===== src/rtl/gyro_rd_seq.sv =====
// gyro_rd_seq: power-up / read command sequencer feeding the SPI monarch.
// Waits for the gyro to settle, writes three configuration registers, then
// answers every data-ready interrupt with a low/high yaw-rate byte read and
// hands the assembled signed yaw rate to the heading integrator.
module gyro_rd_seq #(
   parameter int          STARTUP_W = 16,
   parameter logic [15:0] CMD_INIT1 = 16'h0D02,
   parameter logic [15:0] CMD_INIT2 = 16'h1160,
   parameter logic [15:0] CMD_INIT3 = 16'h1440,
   parameter logic [15:0] CMD_RDL   = 16'hA600,
   parameter logic [15:0] CMD_RDH   = 16'hA700
) (
   input  logic        clk,
   input  logic        rst,
   input  logic        INT,
   output logic        wrt,
   output logic [15:0] cmd,
   input  logic        done,
   input  logic [15:0] rd_data,
   output logic        init_done,
   output logic [15:0] yaw_rt,
   output logic        vld
);

   // Every state except SETTLE and WAIT_INT is the wait phase of a transaction;
   // its issue cycle is the edge that enters the state.
   typedef enum logic [2:0] {
      ST_SETTLE,
      ST_INIT1,
      ST_INIT2,
      ST_INIT3,
      ST_WAIT_INT,
      ST_RDL,
      ST_RDH
   } state_t;

   state_t               r_state;
   logic [STARTUP_W-1:0] r_settleCnt;
   logic                 r_intMeta;
   logic                 r_intSync;
   logic                 r_doneQ;
   logic                 r_doneRise;
   logic [7:0]           r_rdByte;
   logic [7:0]           r_lowByte;
   logic                 w_doneAccept;
   logic                 w_unusedRdHi;

   // Only the low byte of each SPI reply carries yaw data.
   assign w_unusedRdHi = ^rd_data[15:8];

   // A done rise seen while wrt is still high predates the monarch seeing the
   // new command, so it belongs to the previous transaction and is dropped.
   assign w_doneAccept = r_doneRise & ~wrt;

   // Two-flop synchronizer for the asynchronous data-ready interrupt.
   always_ff @(posedge clk) begin
      if (rst) begin
         r_intMeta <= 1'b0;
         r_intSync <= 1'b0;
      end else begin
         r_intMeta <= INT;
         r_intSync <= r_intMeta;
      end
   end

   // Registered rising-edge detect on done, capturing the reply byte with it.
   always_ff @(posedge clk) begin
      if (rst) begin
         r_doneQ    <= 1'b0;
         r_doneRise <= 1'b0;
         r_rdByte   <= 8'h00;
      end else begin
         r_doneQ    <= done;
         r_doneRise <= done & ~r_doneQ;
         if (done & ~r_doneQ) begin
            r_rdByte <= rd_data[7:0];
         end
      end
   end

   // Sequencer: settle, configure, then service interrupts with byte-pair reads.
   always_ff @(posedge clk) begin
      if (rst) begin
         r_state     <= ST_SETTLE;
         r_settleCnt <= '0;
         r_lowByte   <= 8'h00;
         wrt         <= 1'b0;
         cmd         <= 16'h0000;
         init_done   <= 1'b0;
         yaw_rt      <= 16'h0000;
         vld         <= 1'b0;
      end else begin
         wrt <= 1'b0;
         vld <= 1'b0;
         case (r_state)
            ST_SETTLE: begin
               if (r_settleCnt == '1) begin
                  wrt     <= 1'b1;
                  cmd     <= CMD_INIT1;
                  r_state <= ST_INIT1;
               end else begin
                  r_settleCnt <= r_settleCnt + STARTUP_W'(1);
               end
            end
            ST_INIT1: begin
               if (w_doneAccept) begin
                  wrt     <= 1'b1;
                  cmd     <= CMD_INIT2;
                  r_state <= ST_INIT2;
               end
            end
            ST_INIT2: begin
               if (w_doneAccept) begin
                  wrt     <= 1'b1;
                  cmd     <= CMD_INIT3;
                  r_state <= ST_INIT3;
               end
            end
            ST_INIT3: begin
               if (w_doneAccept) begin
                  init_done <= 1'b1;
                  r_state   <= ST_WAIT_INT;
               end
            end
            ST_WAIT_INT: begin
               if (r_intSync) begin
                  wrt     <= 1'b1;
                  cmd     <= CMD_RDL;
                  r_state <= ST_RDL;
               end
            end
            ST_RDL: begin
               if (w_doneAccept) begin
                  r_lowByte <= r_rdByte;
                  wrt       <= 1'b1;
                  cmd       <= CMD_RDH;
                  r_state   <= ST_RDH;
               end
            end
            ST_RDH: begin
               if (w_doneAccept) begin
                  yaw_rt  <= {r_rdByte, r_lowByte};
                  vld     <= 1'b1;
                  r_state <= ST_WAIT_INT;
               end
            end
            default: begin
               r_state <= ST_SETTLE;
            end
         endcase
      end
   end

endmodule


===== config.mk =====
export PLATFORM = sky130hd
export DESIGN_NAME = gyro_rd_seq
export DESIGN_NICKNAME = d
export VERILOG_FILES = /design/src/rtl/gyro_rd_seq.sv
export SDC_FILE = /design/constraint.sdc
export NUM_CORES = 1
export LEC_CHECK = 0
export CAP_MARGIN = 20
export CORE_UTILIZATION = 55
export CTS_CLUSTER_DIAMETER = 120
export CTS_CLUSTER_SIZE = 12
export DETAILED_ROUTE_END_ITERATION = 12
export GPL_ROUTABILITY_DRIVEN = 1
export HOLD_SLACK_MARGIN = 0.05
export PLACE_DENSITY_LB_ADDON = 0.1
export SLEW_MARGIN = 40
export SYNTH_ARGS = -nofsm -noshare
export SYNTH_HDL_FRONTEND = slang
export SYNTH_SLANG_ARGS = --single-unit

===== constraint.sdc =====
create_clock -name clk -period 3.3 [get_ports clk]
set_clock_uncertainty 0.15 [all_clocks]
set_input_delay 0.66 -clock clk [delete_from_list [all_inputs] [get_ports clk]]
set_output_delay 0.66 -clock clk [all_outputs]
set_load 0.1 [all_outputs]

# --- Word-level counts from Yosys, hierarchy flattened ---
# Index checks and enable logic that the tools add are counted.
op_classes:
  add_sub_neg: 1
  n_bitwise: 6
  eq_ne: 13
  muxes: 17
  n_reduce_logical: 11
op_table:
  columns: ["op", "n"]
  rows:
  - ["16-bit 2-to-1 mux", 5]
  - ["16-bit one-hot mux with 5 select lines", 1]
  - ["3-bit 2-to-1 mux", 6]
  - ["3-bit one-hot mux with 6 select lines", 1]
  - ["16-bit by 1-bit adder with 16-bit output, second input constant", 1]
  - ["16-bit == test, second input constant", 1]
  - ["6-bit AND reduction", 2]
  - ["2-bit != test, second input constant", 5]
  - ["3-bit == test, second input constant", 3]
  - ["2-bit AND reduction", 4]
  - ["3-bit by 2-bit == test with 1-bit output, second input constant", 2]
  - ["5-bit nonzero test", 1]
  - ["1-bit NOT", 4]
  - ["2-bit OR reduction", 2]
  - ["3-bit by 1-bit == test with 1-bit output, second input constant", 1]
  - ["3-bit zero test", 1]
  - ["1-bit 2-to-1 mux", 3]
  - ["1-bit one-hot mux with 3 select lines", 1]
  - ["3-bit OR reduction", 1]
  - ["1-bit AND", 2]
  - ["2-bit by 1-bit != test with 1-bit output, second input constant", 1]
word_totals:
  output_inout_bits: 35
  word_cells: 61
  input_bits: 20
  regBits: 74

# --- Depth between registers and ports, before layout ---
depth:
  depth_word: 4
  ltp_mapped: 6

# --- Worst setup path after synthesis ---
# OpenSTA, ideal clock, no wires.
synth_path:
  path_kind: "reg2reg"
  start: "register wrt"
  end: "register yaw_rt[2]"
  stages_incl_launch_ff: 7
  setup_time_ns: 0.070
  path_slack_ns: 0.993
  arrival_time_ns: 2.087
  n_path_buf: 2
  path_cell_list: "dfxtp_1 > nand2b_1 > or3_1 > clkbuf_1 > clkbuf_1 > nand2_1 > a21oi_1"
synth_via:
  elab_chain_cells: 3
synth_lines:
  columns: ["element", "line_no", "rtl"]
  rows:
  - ["start: declaration", "16", "output logic wrt,"]
  - ["start signal: assignment", "87", "wrt <= 1'b0;"]
  - ["start signal: assignment", "93", "wrt <= 1'b0;"]
  - ["start signal: assignment", "98", "wrt <= 1'b1;"]
  - ["1-bit NOT", "53", "assign w_doneAccept = r_doneRise & ~wrt;"]
  - ["1-bit AND", "53", null]
  - ["2-bit AND reduction (no source line)", null, null]
  - ["end signal: assignment", "142", "yaw_rt <= {r_rdByte, r_lowByte};"]
  - ["end: declaration", "21", "output logic [15:0] yaw_rt,"]
# No other way between the ends.
# A chain may end at the register's enable or synchronous reset.

# --- Worst setup path in the final report ---
layout_path:
  start: "register r_state[1]"
  end: "register r_settleCnt[9]"
layout_via:
  elab_chain_cells: 2
layout_lines:
  columns: ["element", "line_no", "rtl"]
  rows:
  - ["start: declaration", "37", "state_t r_state;"]
  - ["start signal: assignment", "84", "r_state <= ST_SETTLE;"]
  - ["start signal: assignment", "100", "r_state <= ST_INIT1;"]
  - ["start signal: assignment", "109", "r_state <= ST_INIT2;"]
  - ["3-bit zero test", "95", "case (r_state)"]
  - ["2-bit AND reduction (no source line)", null, null]
  - ["end signal: assignment", "102", "r_settleCnt <= r_settleCnt + STARTUP_W'(1);"]
  - ["end: declaration", "38", "logic [STARTUP_W-1:0] r_settleCnt;"]
# No other way between the ends.

==> impl_metrics.env <==
export IMPL_status="finished, final reports clean"
export IMPL_diodes=0
export IMPL_dp_hpwl_um=3600
export IMPL_wl_um=5430
export IMPL_required_ns=3.40
export IMPL_worstSetupEndpointType="flop"
export IMPL_synthSimpleGateAreaFrac=0.242
export IMPL_yosys_warnings=0
export IMPL_ctsResizeCount=0
export IMPL_cts_setup_buffers=0
export IMPL_dr_pass1_iters=4
export IMPL_floorplan_initialDensity=0.572
export IMPL_min_delay_start="r_doneQ"
export IMPL_cts_buffers_inserted=9
export IMPL_yosysSeqAreaShare=0.474
export IMPL_grt_overflow_total=0
export IMPL_cts_buffer_depth=2
export IMPL_r2r_start="r_state[1]"
export IMPL_clock_fmax_ghz=0.386
export IMPL_syn_inst=322
export IMPL_crit_type="flop to flop"
export IMPL_yosys_area_share_adder=0.00833
export IMPL_drtIter0Drc=200
export IMPL_synth_seq_cells=64
export IMPL_slew_headroom=0.553
export IMPL_worst_pin_slew_ns=0.670
export IMPL_cp_max_fo=15
export IMPL_crit_arrival_ns=2.70
export IMPL_ios=55
export IMPL_postRouteAntennaNets=0
export IMPL_cts_hold_buf=0
export IMPL_nFillCells=404
export IMPL_root_buffer="clkbuf_8"
export IMPL_synth_compound_area_frac=0.163
export IMPL_area_growth_pct=20.1
export IMPL_synth_area_per_cell_um2=8.39
export IMPL_htreeDepth=3
export IMPL_async_flop_share=0
export IMPL_grt_usage=0.224
export IMPL_synth_mux_area_frac=0.0380
export IMPL_grt_max_degree=39
export IMPL_maxCapViolations=0
export IMPL_dieHeight_um=72.1
export IMPL_place_gp_congestion=0.721
export IMPL_drt_vias_per_instance=5.42
export IMPL_avgRoutedWirePerCell_um=12.8
export IMPL_via_count=2300
export IMPL_portBuffers=40
export IMPL_die_area_um2=5200
export IMPL_final_cell_mix="64 x dfxtp_1, 50 x nand2_1, 41 x a21oi_1"
export IMPL_syn_area_um2=2700
export IMPL_synth_top_family_by_area="simple AND/OR/NAND/NOR gates"
export IMPL_die_x_um=72.1
export IMPL_worstSkewPairLatency_ns=0.33
export IMPL_tns_ns=0
export IMPL_drc_errors=0
export IMPL_fin_nets=373
export IMPL_final_common_cell="dfxtp_1"
export IMPL_grt_pass1_vias=1996
export IMPL_rsz0062_at_grt="false"
export IMPL_num_rows=25
export IMPL_hp_class="flop to flop"
export IMPL_core_um2=4720
export IMPL_p_leak_uw=0.00117
export IMPL_numClockSinks=64
export IMPL_vdd_ir_drop_max_mv=0.267
export IMPL_drive_gt1_frac=0.162
export IMPL_cts_clk_slew_worst_paths_ns=0.07
export IMPL_synth_edf_count=0
export IMPL_setup_violations=0
export IMPL_synthFlopType="dfxtp_1"
export IMPL_finalHoldViolations=0
export IMPL_antenna_found_initial=0
export IMPL_cts_tree="done"
export IMPL_maxSlewViolCount=0
export IMPL_fin_crit_sh=0.786
export IMPL_power_density_nw_per_um2=508
export IMPL_startpoint_type="flop"
export IMPL_critPathLaunch="r_state[1]"
export IMPL_fin_crit_ns=2.59
export IMPL_finalPower_uw=1650
export IMPL_yosysUniqueCellTypes=40
export IMPL_synth_xor_area_frac=0.00324
export IMPL_grt_pass1_wl_um=9120
==> synth_stat cells, types with 3 or more instances <==
cell | count | area (um^2)
inv_1 | 8 | 30.0
nor2_1 | 18 | 67.6
mux2i_1 | 8 | 80.1
nand4_1 | 5 | 31.3
a21oi_1 | 41 | 205
buf_1 | 3 | 11.3
o21ai_0 | 5 | 25.0
clkbuf_1 | 18 | 67.6
a211oi_1 | 5 | 37.5
o311ai_0 | 3 | 26.3
o41ai_1 | 5 | 43.8
or3_1 | 7 | 43.8
dfxtp_1 | 64 | 1280
or2_2 | 3 | 18.8
nand3_1 | 18 | 90.1
nand2_1 | 50 | 188
nor2b_1 | 8 | 50.1
buf_4 | 10 | 75.1
or4_1 | 7 | 52.6
nor3_1 | 6 | 30.0
o31ai_1 | 5 | 37.5
==> cell families after synthesis <==
logic type / Yosys count
buffers and inverters: 40
other: 1
AND/OR/NAND/NOR: 132
multiplexers: 10
XOR/XNOR: 1
flip-flops: 64
adder cells (fa/ha/maj): 2
AO/OA/AOI/OAI: 72
==> routing by layer <==
layer,vias to the layer above,GRT usage,routed length [um],share of wire
met5,-,0,0,0
met4,0,0.0806,38,0.0070
met3,5,0.0597,254,0.047
met2,67,0.333,2410,0.44
met1,1050,0.315,2730,0.50
li1,1178,-,-,-
==> stage by stage <==
step	hold WS (ns)	area [um^2]	worst slack (ns)	std cells	util
floorplan	0.242	2720	0.993	327	-
global placement	0.251	3010	0.776	408	0.638
detailed placement	0.270	3010	0.747	408	0.638
CTS	0.282	3250	0.724	424	0.687
global route	0.317	3250	0.513	424	0.687
finish	0.281	3250	0.707	424	0.687
==> power by group <==
part           internal [uW]  total [uW]  switching [uW]  leakage (uW)
clock                    488         770             282      0.000117
combinational           27.3        85.0            57.6      0.000536
sequential               784         795            11.0      0.000518
total                   1300        1650             350       0.00117
==> worst max-delay path, cell delays in order, from the launching register on <==
cell and delay (ns):
dfxtp_1 0.44, or3_1 0.60, or4_1 0.72, or4_1 0.46
a21oi_1 0.15
==> registers in the layout (all words and copies together) (netlist names), 3 cells and up <==
signal / count
cmd: 6
r_lowByte: 8
r_rdByte: 8
r_settleCnt: 16
r_state: 3
yaw_rt: 16
==> path summary, 6_finish.rpt <==
kind                                        to  slack [ns]  cells after the start
worst max-delay path            r_settleCnt[9]        0.71                      4
worst min-delay path                r_doneRise        0.28                      1
worst max register to register  r_settleCnt[9]        0.71                      4
worst min register to register      r_doneRise        0.28                      1
==> layout make-up <==
type                            instances  area [um^2]  area share
Clock buffer                           14          173      0.0532
Timing Repair Buffer                   46          368       0.113
Inverter                                8         30.0     0.00925
Tap cell                               67         83.8      0.0258
Clock inverter                          2         60.1      0.0185
Sequential cell                        64         1280       0.395
Multi-Input combinational cell        223         1250       0.385
No activity file was read; power rests on OpenSTA's default activity.
